### src/rtl/dram_slot_arb_pkg.sv
// Shared types for the DRAM slot arbiter: slot owner encoding and address width.
package dram_slot_arb_pkg;
  localparam int unsigned ADDR_W = 21;

  typedef enum logic [1:0] {
    IDLE = 2'd0,
    VID  = 2'd1,
    CPU  = 2'd2,
    DMA  = 2'd3
  } owner_t;
endpackage

### src/rtl/dram_slot_arb_if.sv
// Requester/DRAM bundle for the slot arbiter; master = requesters + phase source, slave = arbiter.
interface dram_slot_arb_if;
  import dram_slot_arb_pkg::*;

  logic              c0, c1, c2, c3;
  logic              vid_req;
  logic [ADDR_W-1:0] vid_addr;
  logic              cpu_req;
  logic [ADDR_W-1:0] cpu_addr;
  logic              cpu_rnw;
  logic              cpu_wrbsel;
  logic [7:0]        cpu_wrdata;
  logic              dma_req;
  logic [ADDR_W-1:0] dma_addr;
  logic              dma_rnw;
  logic [15:0]       dma_wrdata;
  logic              cpu_next;
  logic              cpu_strobe;
  logic              cpu_latch;
  logic              dma_next;
  logic              dma_strobe;
  logic              vid_strobe;
  logic              dram_req;
  logic              dram_rnw;
  logic [ADDR_W-1:0] dram_addr;
  logic [1:0]        dram_bsel;
  logic [15:0]       dram_wrdata;

  modport master (
    output c0, c1, c2, c3,
    output vid_req, vid_addr,
    output cpu_req, cpu_addr, cpu_rnw, cpu_wrbsel, cpu_wrdata,
    output dma_req, dma_addr, dma_rnw, dma_wrdata,
    input  cpu_next, cpu_strobe, cpu_latch, dma_next, dma_strobe, vid_strobe,
    input  dram_req, dram_rnw, dram_addr, dram_bsel, dram_wrdata
  );

  modport slave (
    input  c0, c1, c2, c3,
    input  vid_req, vid_addr,
    input  cpu_req, cpu_addr, cpu_rnw, cpu_wrbsel, cpu_wrdata,
    input  dma_req, dma_addr, dma_rnw, dma_wrdata,
    output cpu_next, cpu_strobe, cpu_latch, dma_next, dma_strobe, vid_strobe,
    output dram_req, dram_rnw, dram_addr, dram_bsel, dram_wrdata
  );
endinterface

### src/rtl/dram_slot_pick.sv
// Slot winner selection (video > forced DMA > CPU > DMA) and the DMA starvation counter.
module dram_slot_pick
  import dram_slot_arb_pkg::*;
#(
  parameter int unsigned STARVE_MAX = 4
) (
  input  logic   clk,
  input  logic   rst,
  input  logic   c3,
  input  logic   vid_req,
  input  logic   cpu_req,
  input  logic   dma_req,
  output owner_t win,
  output logic   cpu_next
);
  localparam int unsigned CW = $clog2(STARVE_MAX + 2);

  logic [CW-1:0] starve_cnt;
  logic          forced;

  always_comb forced   = dma_req && (starve_cnt == CW'(STARVE_MAX));
  always_comb cpu_next = !vid_req && !forced;

  always_comb begin
    win = IDLE;
    if (vid_req)                win = VID;
    else if (forced)            win = DMA;
    else if (cpu_req)           win = CPU;
    else if (dma_req)           win = DMA;
  end

  // Count only CPU wins taken while DMA was waiting; any DMA win or idle DMA resets it.
  always_ff @(posedge clk) begin
    if (rst) begin
      starve_cnt <= '0;
    end else if (c3) begin
      if (!dma_req || win == DMA)
        starve_cnt <= '0;
      else if (win == CPU && starve_cnt != CW'(STARVE_MAX))
        starve_cnt <= starve_cnt + 1'b1;
    end
  end
endmodule

### src/rtl/dram_slot_arb.sv
// DRAM slot arbiter: picks a slot owner at c3, holds the slot fields for c0..c3, issues read strobes at c2.
module dram_slot_arb
  import dram_slot_arb_pkg::*;
#(
  parameter int unsigned STARVE_MAX = 4
) (
  input logic            clk,
  input logic            rst,
  dram_slot_arb_if.slave bus
);
  owner_t            win;
  owner_t            owner;
  logic              pick_cpu_next;
  logic [ADDR_W-1:0] addr;
  logic              rnw;
  logic [1:0]        bsel;
  logic [15:0]       wrdata;
  logic              rd_issue;
  logic              cpu_strobe_r, dma_strobe_r, vid_strobe_r, cpu_latch_r;

  dram_slot_pick #(.STARVE_MAX(STARVE_MAX)) u_pick (
    .clk      (clk),
    .rst      (rst),
    .c3       (bus.c3),
    .vid_req  (bus.vid_req),
    .cpu_req  (bus.cpu_req),
    .dma_req  (bus.dma_req),
    .win      (win),
    .cpu_next (pick_cpu_next)
  );

  always_ff @(posedge clk) begin
    if (rst) begin
      owner        <= IDLE;
      addr         <= '0;
      rnw          <= 1'b0;
      bsel         <= '0;
      wrdata       <= '0;
      rd_issue     <= 1'b0;
      cpu_strobe_r <= 1'b0;
      dma_strobe_r <= 1'b0;
      vid_strobe_r <= 1'b0;
      cpu_latch_r  <= 1'b0;
    end else begin
      if (bus.c3) begin
        owner <= win;
        unique case (win)
          VID: begin
            addr   <= bus.vid_addr;
            rnw    <= 1'b1;
            bsel   <= 2'b11;
            wrdata <= '0;
          end
          CPU: begin
            addr   <= bus.cpu_addr;
            rnw    <= bus.cpu_rnw;
            bsel   <= bus.cpu_rnw ? 2'b11 : {bus.cpu_wrbsel, !bus.cpu_wrbsel};
            wrdata <= {bus.cpu_wrdata, bus.cpu_wrdata};
          end
          DMA: begin
            addr   <= bus.dma_addr;
            rnw    <= bus.dma_rnw;
            bsel   <= 2'b11;
            wrdata <= bus.dma_wrdata;
          end
          default: begin
            addr   <= '0;
            rnw    <= 1'b0;
            bsel   <= '0;
            wrdata <= '0;
          end
        endcase
      end
      // Read issued at c0 returns two clocks later, so strobes are loaded at the c1 edge.
      rd_issue     <= bus.c0 && rnw && (owner != IDLE);
      vid_strobe_r <= bus.c1 && rd_issue && (owner == VID);
      cpu_strobe_r <= bus.c1 && rd_issue && (owner == CPU);
      dma_strobe_r <= bus.c1 && rd_issue && (owner == DMA);
      cpu_latch_r  <= (bus.c1 && rd_issue && (owner == CPU)) || (cpu_latch_r && bus.c2);
    end
  end

  assign bus.cpu_next    = pick_cpu_next;
  assign bus.dma_next    = bus.c3 && (win == DMA) && !rst;
  assign bus.cpu_strobe  = cpu_strobe_r;
  assign bus.dma_strobe  = dma_strobe_r;
  assign bus.vid_strobe  = vid_strobe_r;
  assign bus.cpu_latch   = cpu_latch_r;
  assign bus.dram_req    = (owner != IDLE);
  assign bus.dram_rnw    = rnw;
  assign bus.dram_addr   = addr;
  assign bus.dram_bsel   = bsel;
  assign bus.dram_wrdata = wrdata;
endmodule

### src/flat_wrapper.sv
// flat-port wrapper written by rule: the top's interface ports become plain ports
module dram_slot_arb_flat import dram_slot_arb_pkg::*;
#(
  parameter int unsigned STARVE_MAX = 4
)
  (clk, rst, bus_c0, bus_c1, bus_c2, bus_c3, bus_vid_req, bus_vid_addr, bus_cpu_req, bus_cpu_addr, bus_cpu_rnw, bus_cpu_wrbsel, bus_cpu_wrdata, bus_dma_req, bus_dma_addr, bus_dma_rnw, bus_dma_wrdata, bus_cpu_next, bus_cpu_strobe, bus_cpu_latch, bus_dma_next, bus_dma_strobe, bus_vid_strobe, bus_dram_req, bus_dram_rnw, bus_dram_addr, bus_dram_bsel, bus_dram_wrdata);
  dram_slot_arb_if bus_i ();
  input logic clk;
  input logic rst;
  input wire logic [$bits(bus_i.c0)-1:0] bus_c0;
  input wire logic [$bits(bus_i.c1)-1:0] bus_c1;
  input wire logic [$bits(bus_i.c2)-1:0] bus_c2;
  input wire logic [$bits(bus_i.c3)-1:0] bus_c3;
  input wire logic [$bits(bus_i.vid_req)-1:0] bus_vid_req;
  input wire logic [$bits(bus_i.vid_addr)-1:0] bus_vid_addr;
  input wire logic [$bits(bus_i.cpu_req)-1:0] bus_cpu_req;
  input wire logic [$bits(bus_i.cpu_addr)-1:0] bus_cpu_addr;
  input wire logic [$bits(bus_i.cpu_rnw)-1:0] bus_cpu_rnw;
  input wire logic [$bits(bus_i.cpu_wrbsel)-1:0] bus_cpu_wrbsel;
  input wire logic [$bits(bus_i.cpu_wrdata)-1:0] bus_cpu_wrdata;
  input wire logic [$bits(bus_i.dma_req)-1:0] bus_dma_req;
  input wire logic [$bits(bus_i.dma_addr)-1:0] bus_dma_addr;
  input wire logic [$bits(bus_i.dma_rnw)-1:0] bus_dma_rnw;
  input wire logic [$bits(bus_i.dma_wrdata)-1:0] bus_dma_wrdata;
  output wire logic [$bits(bus_i.cpu_next)-1:0] bus_cpu_next;
  output wire logic [$bits(bus_i.cpu_strobe)-1:0] bus_cpu_strobe;
  output wire logic [$bits(bus_i.cpu_latch)-1:0] bus_cpu_latch;
  output wire logic [$bits(bus_i.dma_next)-1:0] bus_dma_next;
  output wire logic [$bits(bus_i.dma_strobe)-1:0] bus_dma_strobe;
  output wire logic [$bits(bus_i.vid_strobe)-1:0] bus_vid_strobe;
  output wire logic [$bits(bus_i.dram_req)-1:0] bus_dram_req;
  output wire logic [$bits(bus_i.dram_rnw)-1:0] bus_dram_rnw;
  output wire logic [$bits(bus_i.dram_addr)-1:0] bus_dram_addr;
  output wire logic [$bits(bus_i.dram_bsel)-1:0] bus_dram_bsel;
  output wire logic [$bits(bus_i.dram_wrdata)-1:0] bus_dram_wrdata;
  assign bus_i.c0 = bus_c0;
  assign bus_i.c1 = bus_c1;
  assign bus_i.c2 = bus_c2;
  assign bus_i.c3 = bus_c3;
  assign bus_i.vid_req = bus_vid_req;
  assign bus_i.vid_addr = bus_vid_addr;
  assign bus_i.cpu_req = bus_cpu_req;
  assign bus_i.cpu_addr = bus_cpu_addr;
  assign bus_i.cpu_rnw = bus_cpu_rnw;
  assign bus_i.cpu_wrbsel = bus_cpu_wrbsel;
  assign bus_i.cpu_wrdata = bus_cpu_wrdata;
  assign bus_i.dma_req = bus_dma_req;
  assign bus_i.dma_addr = bus_dma_addr;
  assign bus_i.dma_rnw = bus_dma_rnw;
  assign bus_i.dma_wrdata = bus_dma_wrdata;
  assign bus_cpu_next = bus_i.cpu_next;
  assign bus_cpu_strobe = bus_i.cpu_strobe;
  assign bus_cpu_latch = bus_i.cpu_latch;
  assign bus_dma_next = bus_i.dma_next;
  assign bus_dma_strobe = bus_i.dma_strobe;
  assign bus_vid_strobe = bus_i.vid_strobe;
  assign bus_dram_req = bus_i.dram_req;
  assign bus_dram_rnw = bus_i.dram_rnw;
  assign bus_dram_addr = bus_i.dram_addr;
  assign bus_dram_bsel = bus_i.dram_bsel;
  assign bus_dram_wrdata = bus_i.dram_wrdata;
  dram_slot_arb #(.STARVE_MAX(STARVE_MAX)) u_core (.clk(clk), .rst(rst), .bus(bus_i));
endmodule
### config.mk
export PLATFORM = sky130hd
export DESIGN_NAME = dram_slot_arb_flat
export DESIGN_NICKNAME = d
export VERILOG_FILES = /design/src/rtl/dram_slot_arb_pkg.sv /design/src/rtl/dram_slot_arb_if.sv /design/src/rtl/dram_slot_pick.sv /design/src/rtl/dram_slot_arb.sv /design/src/flat_wrapper.sv
export SDC_FILE = /design/constraint.sdc
export NUM_CORES = 1
export LEC_CHECK = 0
export BUFFER_PORTS_ARGS = -buffer_cell sky130_fd_sc_hd__buf_2
export CAP_MARGIN = 5
export CORE_UTILIZATION = 45
export DETAILED_ROUTE_END_ITERATION = 8
export PLACE_DENSITY = 0.9
export SLEW_MARGIN = 20
export SYNTH_ARGS = -nofsm -noshare
export SYNTH_HDL_FRONTEND = slang
export SYNTH_SLANG_ARGS = --single-unit
### constraint.sdc
create_clock -name clk -period 2.7 [get_ports clk]
set_clock_uncertainty 0.15 [all_clocks]
set_input_delay 0.675 -clock clk [delete_from_list [all_inputs] [get_ports clk]]
set_output_delay 0.675 -clock clk [all_outputs]
set_load 0.1 [all_outputs]
-- Yosys cells after proc, flatten, opt, wreduce, memory -nomap -nowiden
Cells that the tools add are included.
W data, S select, Z words.
- bits in registers: 50
- bits of input ports: 99
- output and inout bits: 47
- $add $sub $neg: 1
- equal/unequal tests: 8
- multiplexer cells: 11
- reductions and logical operators: 23
- operator list (kind ; number):
    $pmux W21 S3 ; 1
    $pmux W16 S2 ; 1
    $logic_and A1 B1 Y1 ; 12
    $mux W2 ; 5
    $eq A2 B2 Y1 const B ; 4
    $mux W3 ; 2
    $logic_not A1 Y1 ; 5
    $eq A2 B1 Y1 const B ; 2
    $pmux W2 S2 ; 1
    $reduce_bool A2 Y1 ; 2
    $add A3 B1 Y3 const B ; 1
    $eq A3 B3 Y1 const B ; 1
    $ne A3 B3 Y1 const B ; 1
    $pmux W1 S3 ; 1
    $logic_or A1 B1 Y1 ; 2
    $reduce_and A2 Y1 ; 1
    $reduce_or A2 Y1 ; 1

-- Logic depth before layout (Yosys ltp)
- depth after elaboration: 8
- gate-level depth with buffers: 7
- mapped depth without buffers: 5

-- Modules after synthesis
Synthesis repeated with hierarchy kept, for this count alone.
- cells, all modules: 287
- area, all modules: 2446.1 sq um
- modules (own cells, without submodules) (module ; times used ; cells each ; area each (sq um)):
    dram_slot_arb ; 1 ; 263 ; 2247.2
    dram_slot_pick ; 1 ; 24 ; 198.9

-- Worst setup path after synthesis
No wires, ideal clock.
- path type: input-to-output
- start point: in bus_cpu_req
- end point: out bus_dma_next
- arrival time: 2.601 ns
- data required time: 1.875 ns
- slack: -0.726 ns
- stages: 6
- path buffers: 3
- path through: buf_2 -> a21bo_4 -> buf_6 -> buf_2 -> a21oi_1 -> nor2_1
- word-level cells in the longest chain between the ends: 6
- RTL lines (element ; RTL line ; text):
    start: declaration ; flat_wrapper.sv:16 ; input wire logic [$bits(bus_i.cpu_req)-1:0] bus_cpu_req;
    $mux W2 ; dram_slot_pick.sv:28 ; else if (cpu_req) win = CPU;
    $mux W2 ; dram_slot_pick.sv:27 ; else if (forced) win = DMA;
    $mux W2 ; dram_slot_pick.sv:26 ; if (vid_req) win = VID;
    $eq A2 B2 Y1 ; dram_slot_arb.sv:84 ; assign bus.dma_next = bus.c3 && (win == DMA) && !rst;
    $logic_and A1 B1 Y1 (2 in a row) ; dram_slot_arb.sv:84 ;
    end: declaration ; flat_wrapper.sv:28 ; output wire logic [$bits(bus_i.dma_next)-1:0] bus_dma_next;
Every way passes these cells.

-- Worst setup path after layout
- start point: reg u_core.u_pick.starve_cnt[0]
- end point: out bus_dma_next
- word-level cells in the longest chain between the ends: 7
- RTL lines (element ; RTL line ; text):
    start: declaration ; dram_slot_pick.sv:18 ; logic [CW-1:0] starve_cnt;
    start signal: assignment ; dram_slot_pick.sv:40 ; starve_cnt <= starve_cnt + 1'b1;
    $eq A3 B3 Y1 ; dram_slot_pick.sv:21 ; always_comb forced = dma_req && (starve_cnt == CW'(STARVE_MAX));
    $logic_and A1 B1 Y1 ; dram_slot_pick.sv:21 ;
    $mux W2 ; dram_slot_pick.sv:27 ;
    $mux W2 ; dram_slot_pick.sv:26 ;
    $eq A2 B2 Y1 ; dram_slot_arb.sv:84 ;
    $logic_and A1 B1 Y1 (2 in a row) ; dram_slot_arb.sv:84 ;
Every way passes these cells.

==> metrics.md <==
| Metric | Value |
|---|---|
| Initial core utilization | ~47% |
| Final setup viols | 0 |
| Clk_lat worst skew | roughly 0.31 ns |
| Number of global-route vias before repair | between 2k and 3k |
| Final Hold Viols | 0 |
| Largest net degree at the start of global routing | 37 |
| Reg area | approximately 1000 sq um |
| Crit start category | flip-flop |
| Post-layout util | just over 60% |
| IO buf count | about 150 |
| Fraction of layout cells with a size suffix above 1 | 39.57% |
| Via density | slightly below 6 |
| R2R depth | 7 |
| RSZ-0062 raised after global routing | false |
| Via count | approximately 3.2k |
| Final wirelength | about 8600 microns |
| Tot GR Track Use | between 20% and 30% |
| Row cnt | 28 |
| Chip Height | 80.73 microns |
| Slew headroom | ~35% |
| Layout area overhead | 30.01% |
| RR Endpoint | u_core.bus.dram_addr[17]$_SDFFE_PP0P_ |
| Drt drc | 0 |
| Sequential share of the synthesized area | around 36% |
| Hold Crit Start | u_core.owner[0]$_SDFFE_PP0P_ |
| Mapped Cells | 331 |
| Fin crit period | about 2.5 ns |
| Clock tree buffer depth | 2 |
| Worst hold endpoint | u_core.bus.vid_strobe$_SDFF_PP0_ |
| Final Max Tran Viols | 0 |
| Total iterations of the first detailed-routing run | 4 |
| DPL Wire Length | about 6100 microns |
| Starting DRT DRC Count | approximately 300 |
| Post-CTS setup buffers | 0 |
| Die extent in x | just over 80 microns |
| Antenna violations before repair | 0 |
| Final WS setup | 0.1732 ns |
| CP max FO | 4 |
| Number of routed nets with antenna violations | 0 |
| Yosys Warn Count | 0 |
| CTS sink cnt | 50 |
| Outcome | complete, no violations |
| CP required | between 1.5 and 2 ns |
| Hold path depth | 2 |
| Reg-to-Reg Start | u_core.u_pick.starve_cnt[0]$_SDFFE_PP0P_ |
| CTS buffer count | 5 |
| CTS H-tree depth | 2 |
| VDD IR-drop max | roughly 0.25 mV |
| Fillers | ~540 |
| CTS tree | done |
| Met1 Use GR | 33.33% |
| Antenna cells | 0 |
| Setup slack at placement | 0.2162 ns |
| CP Capture Type | output port |
| Fin cells | between 500 and 600 |
| FF-to-FF setup slack | slightly above 0.6 ns |
| Post-DP Area | about 3500 sq um |
| WL/cell | ~16 microns |
| Setup TNS | 0 ns |
| Final instance area | around 3600 sq um |
| Final Cycle Share | just over 90% |
| Worst path arrival time | between 1.5 and 2 ns |
| Yosys reg bits | 50 |
| Mean Syn Cell Area | roughly 8.4 sq um |
| Post-Syn Area | approximately 2800 sq um |
| Clock transition at path regs | 0.10 ns |
| Hold Crit Class | flip-flop to flip-flop |
| Pwr per Cell Area | just under 500 nW/um^2 |
| Placed Cells incl. Taps | 527 |
| First-pass GRT wire length | between 10,000 and 15,000 microns |
| Yosys cell types | 43 |
| Root Buffer | clkbuf_8 |
| Core area | between 5000 and 6000 sq um |
| Worst-Margin Slew | 0.9654 ns |
| Syn Nets | around 430 |
| GRT busiest layer | met2 |
| Ports | approximately 150 |
| Footprint of the multi-input gates | about 1600 sq um |
| Crit Path Category | flip-flop to output port |
| Final net count | 560 |
| FMAX | 395.8 MHz |
| Leakage power total | ~1.6 nW |
| Maxcap violations | 0 |
| Hold buffer count at CTS | 0 |
| GRT met3 Usage | between 5 and 6% |
| CTS resizes | 0 |
| Final Wtd Congestion | between 0.7 and 0.8 |
| Grt total ovfl | 0 |
| Met2 Track Usage GR | roughly 45% |
| Die footprint | between 6000 and 7000 sq um |
-- worst max-delay path: stages (launching register included) --
cell and delay [ns]:
dfxtp_1 0.39, inv_1 0.06, ha_1 0.24, a21bo_4 0.23, a21oi_1 0.25, nor2_4 0.06, buf_12 0.16
-- layer usage --
layer | part of all wire (%) | vias up
met5 | 0 | -
met2 | 49 | 176
met3 | 8.5 | 20
li1 | - | 1497
met4 | 2.0 | 0
met1 | 40 | 1482
-- cell type report --
type	instances	area share, %
multi-input cells	241	43.58
flip-flops and latches	50	27.61
repair buffers	157	23.33
well taps	75	2.588
clock buffers	5	1.898
clock inverters	3	0.5866
inverters	4	0.4141
-- sequential cells by signal (all words and copies together), names as in the netlist --
name                      flops
u_core.bus.dram_wrdata       16
u_core.u_pick.starve_cnt      3
u_core.bus.cpu_strobe         1
u_core.bus.vid_strobe         1
u_core.bus.dram_addr         21
u_core.bus.cpu_latch          1
u_core.bus.dram_bsel          2
u_core.bus.dma_strobe         1
u_core.bus.dram_rnw           1
u_core.owner                  2
u_core.rd_issue               1
-- Yosys cell counts, drive strengths merged --
master / count / area [sq um]
clkbuf: 15 / 56.30
nand3: 47 / 235.2
inv: 4 / 15.01
or2: 2 / 12.52
nand4b: 1 / 8.760
and2b: 1 / 7.510
nand3b: 1 / 7.510
o311ai: 14 / 175.2
o2111ai: 2 / 17.52
a31oi: 24 / 156.4
a22oi: 21 / 157.7
and4b: 1 / 10.01
nor3: 1 / 5.000
ha: 2 / 25.02
nor2: 30 / 112.6
buf: 21 / 143.9
nor2b: 9 / 63.81
a21boi: 3 / 22.52
nand2b: 15 / 93.84
o211ai: 1 / 7.510
a211o: 21 / 183.9
a211oi: 3 / 22.52
nand2: 22 / 92.59
o21bai: 1 / 7.510
a311oi: 2 / 23.77
o221ai: 1 / 8.760
nand4: 8 / 50.05
and3b: 2 / 17.52
and3: 1 / 6.260
dfxtp: 50 / 1001
a21oi: 3 / 15.01
a21bo: 2 / 26.28
-- stage by stage --
step | hold slack, ns | power [mW]
final | 0.3192 | 1.782
after global routing | 0.3537 | 1.855
after CTS | 0.3224 | 1.784
after detailed placement | 0.2970 | 1.347
after global placement | 0.2904 | 1.336
after floorplan | 0.2750 | 1.203
-- kinds of logic after synthesis --
logic type / after synthesis / synth area share [%]
AOI/OAI and AO/OA: 98 / 29.57
DFF: 50 / 35.89
and+or+nand+nor: 141 / 25.93
buffers and inverters: 40 / 7.716
adders and majority gates: 2 / 0.8971
-- worst max path at each step --
stage	startpoint	to	slack [ns]	depth (start not counted)
2_1_floorplan	bus_cpu_req	bus_dma_next	0.02	6
3_3_place_gp	bus_dma_req	bus_dma_next	0.27	5
3_5_place_dp	bus_dma_req	bus_dma_next	0.22	5
4_1_cts	u_core.u_pick.starve_cnt[0]$_SDFFE_PP0P_	bus_dma_next	0.17	6
5_1_grt	u_core.u_pick.starve_cnt[0]$_SDFFE_PP0P_	bus_dma_next	0.1	6
6_report	u_core.u_pick.starve_cnt[0]$_SDFFE_PP0P_	bus_dma_next	0.17	6
-- where the power goes --
| group | internal, mW | switching (mW) |
|---|---|---|
| combinational | 0.156 | 0.388 |
| sequential | 0.767 | 0.0215 |
| clock | 0.183 | 0.266 |
| total | 1.11 | 0.676 |
-- cell usage in the layout (no fill, tap or decap), types with 5 or more instances in the layout --
cell type	n
buf_2	143
dfxtp_1	50
nand3_1	47
nor2_1	29
a31oi_1	23
a22oi_1	21
a211o_1	21
nand2_1	20
nand2b_1	15
buf_4	12
nor2b_1	8
nand4_1	8
o311ai_1	7
o311ai_2	7
clkbuf_8	5
No activity file was read; power rests on OpenSTA's default activity.
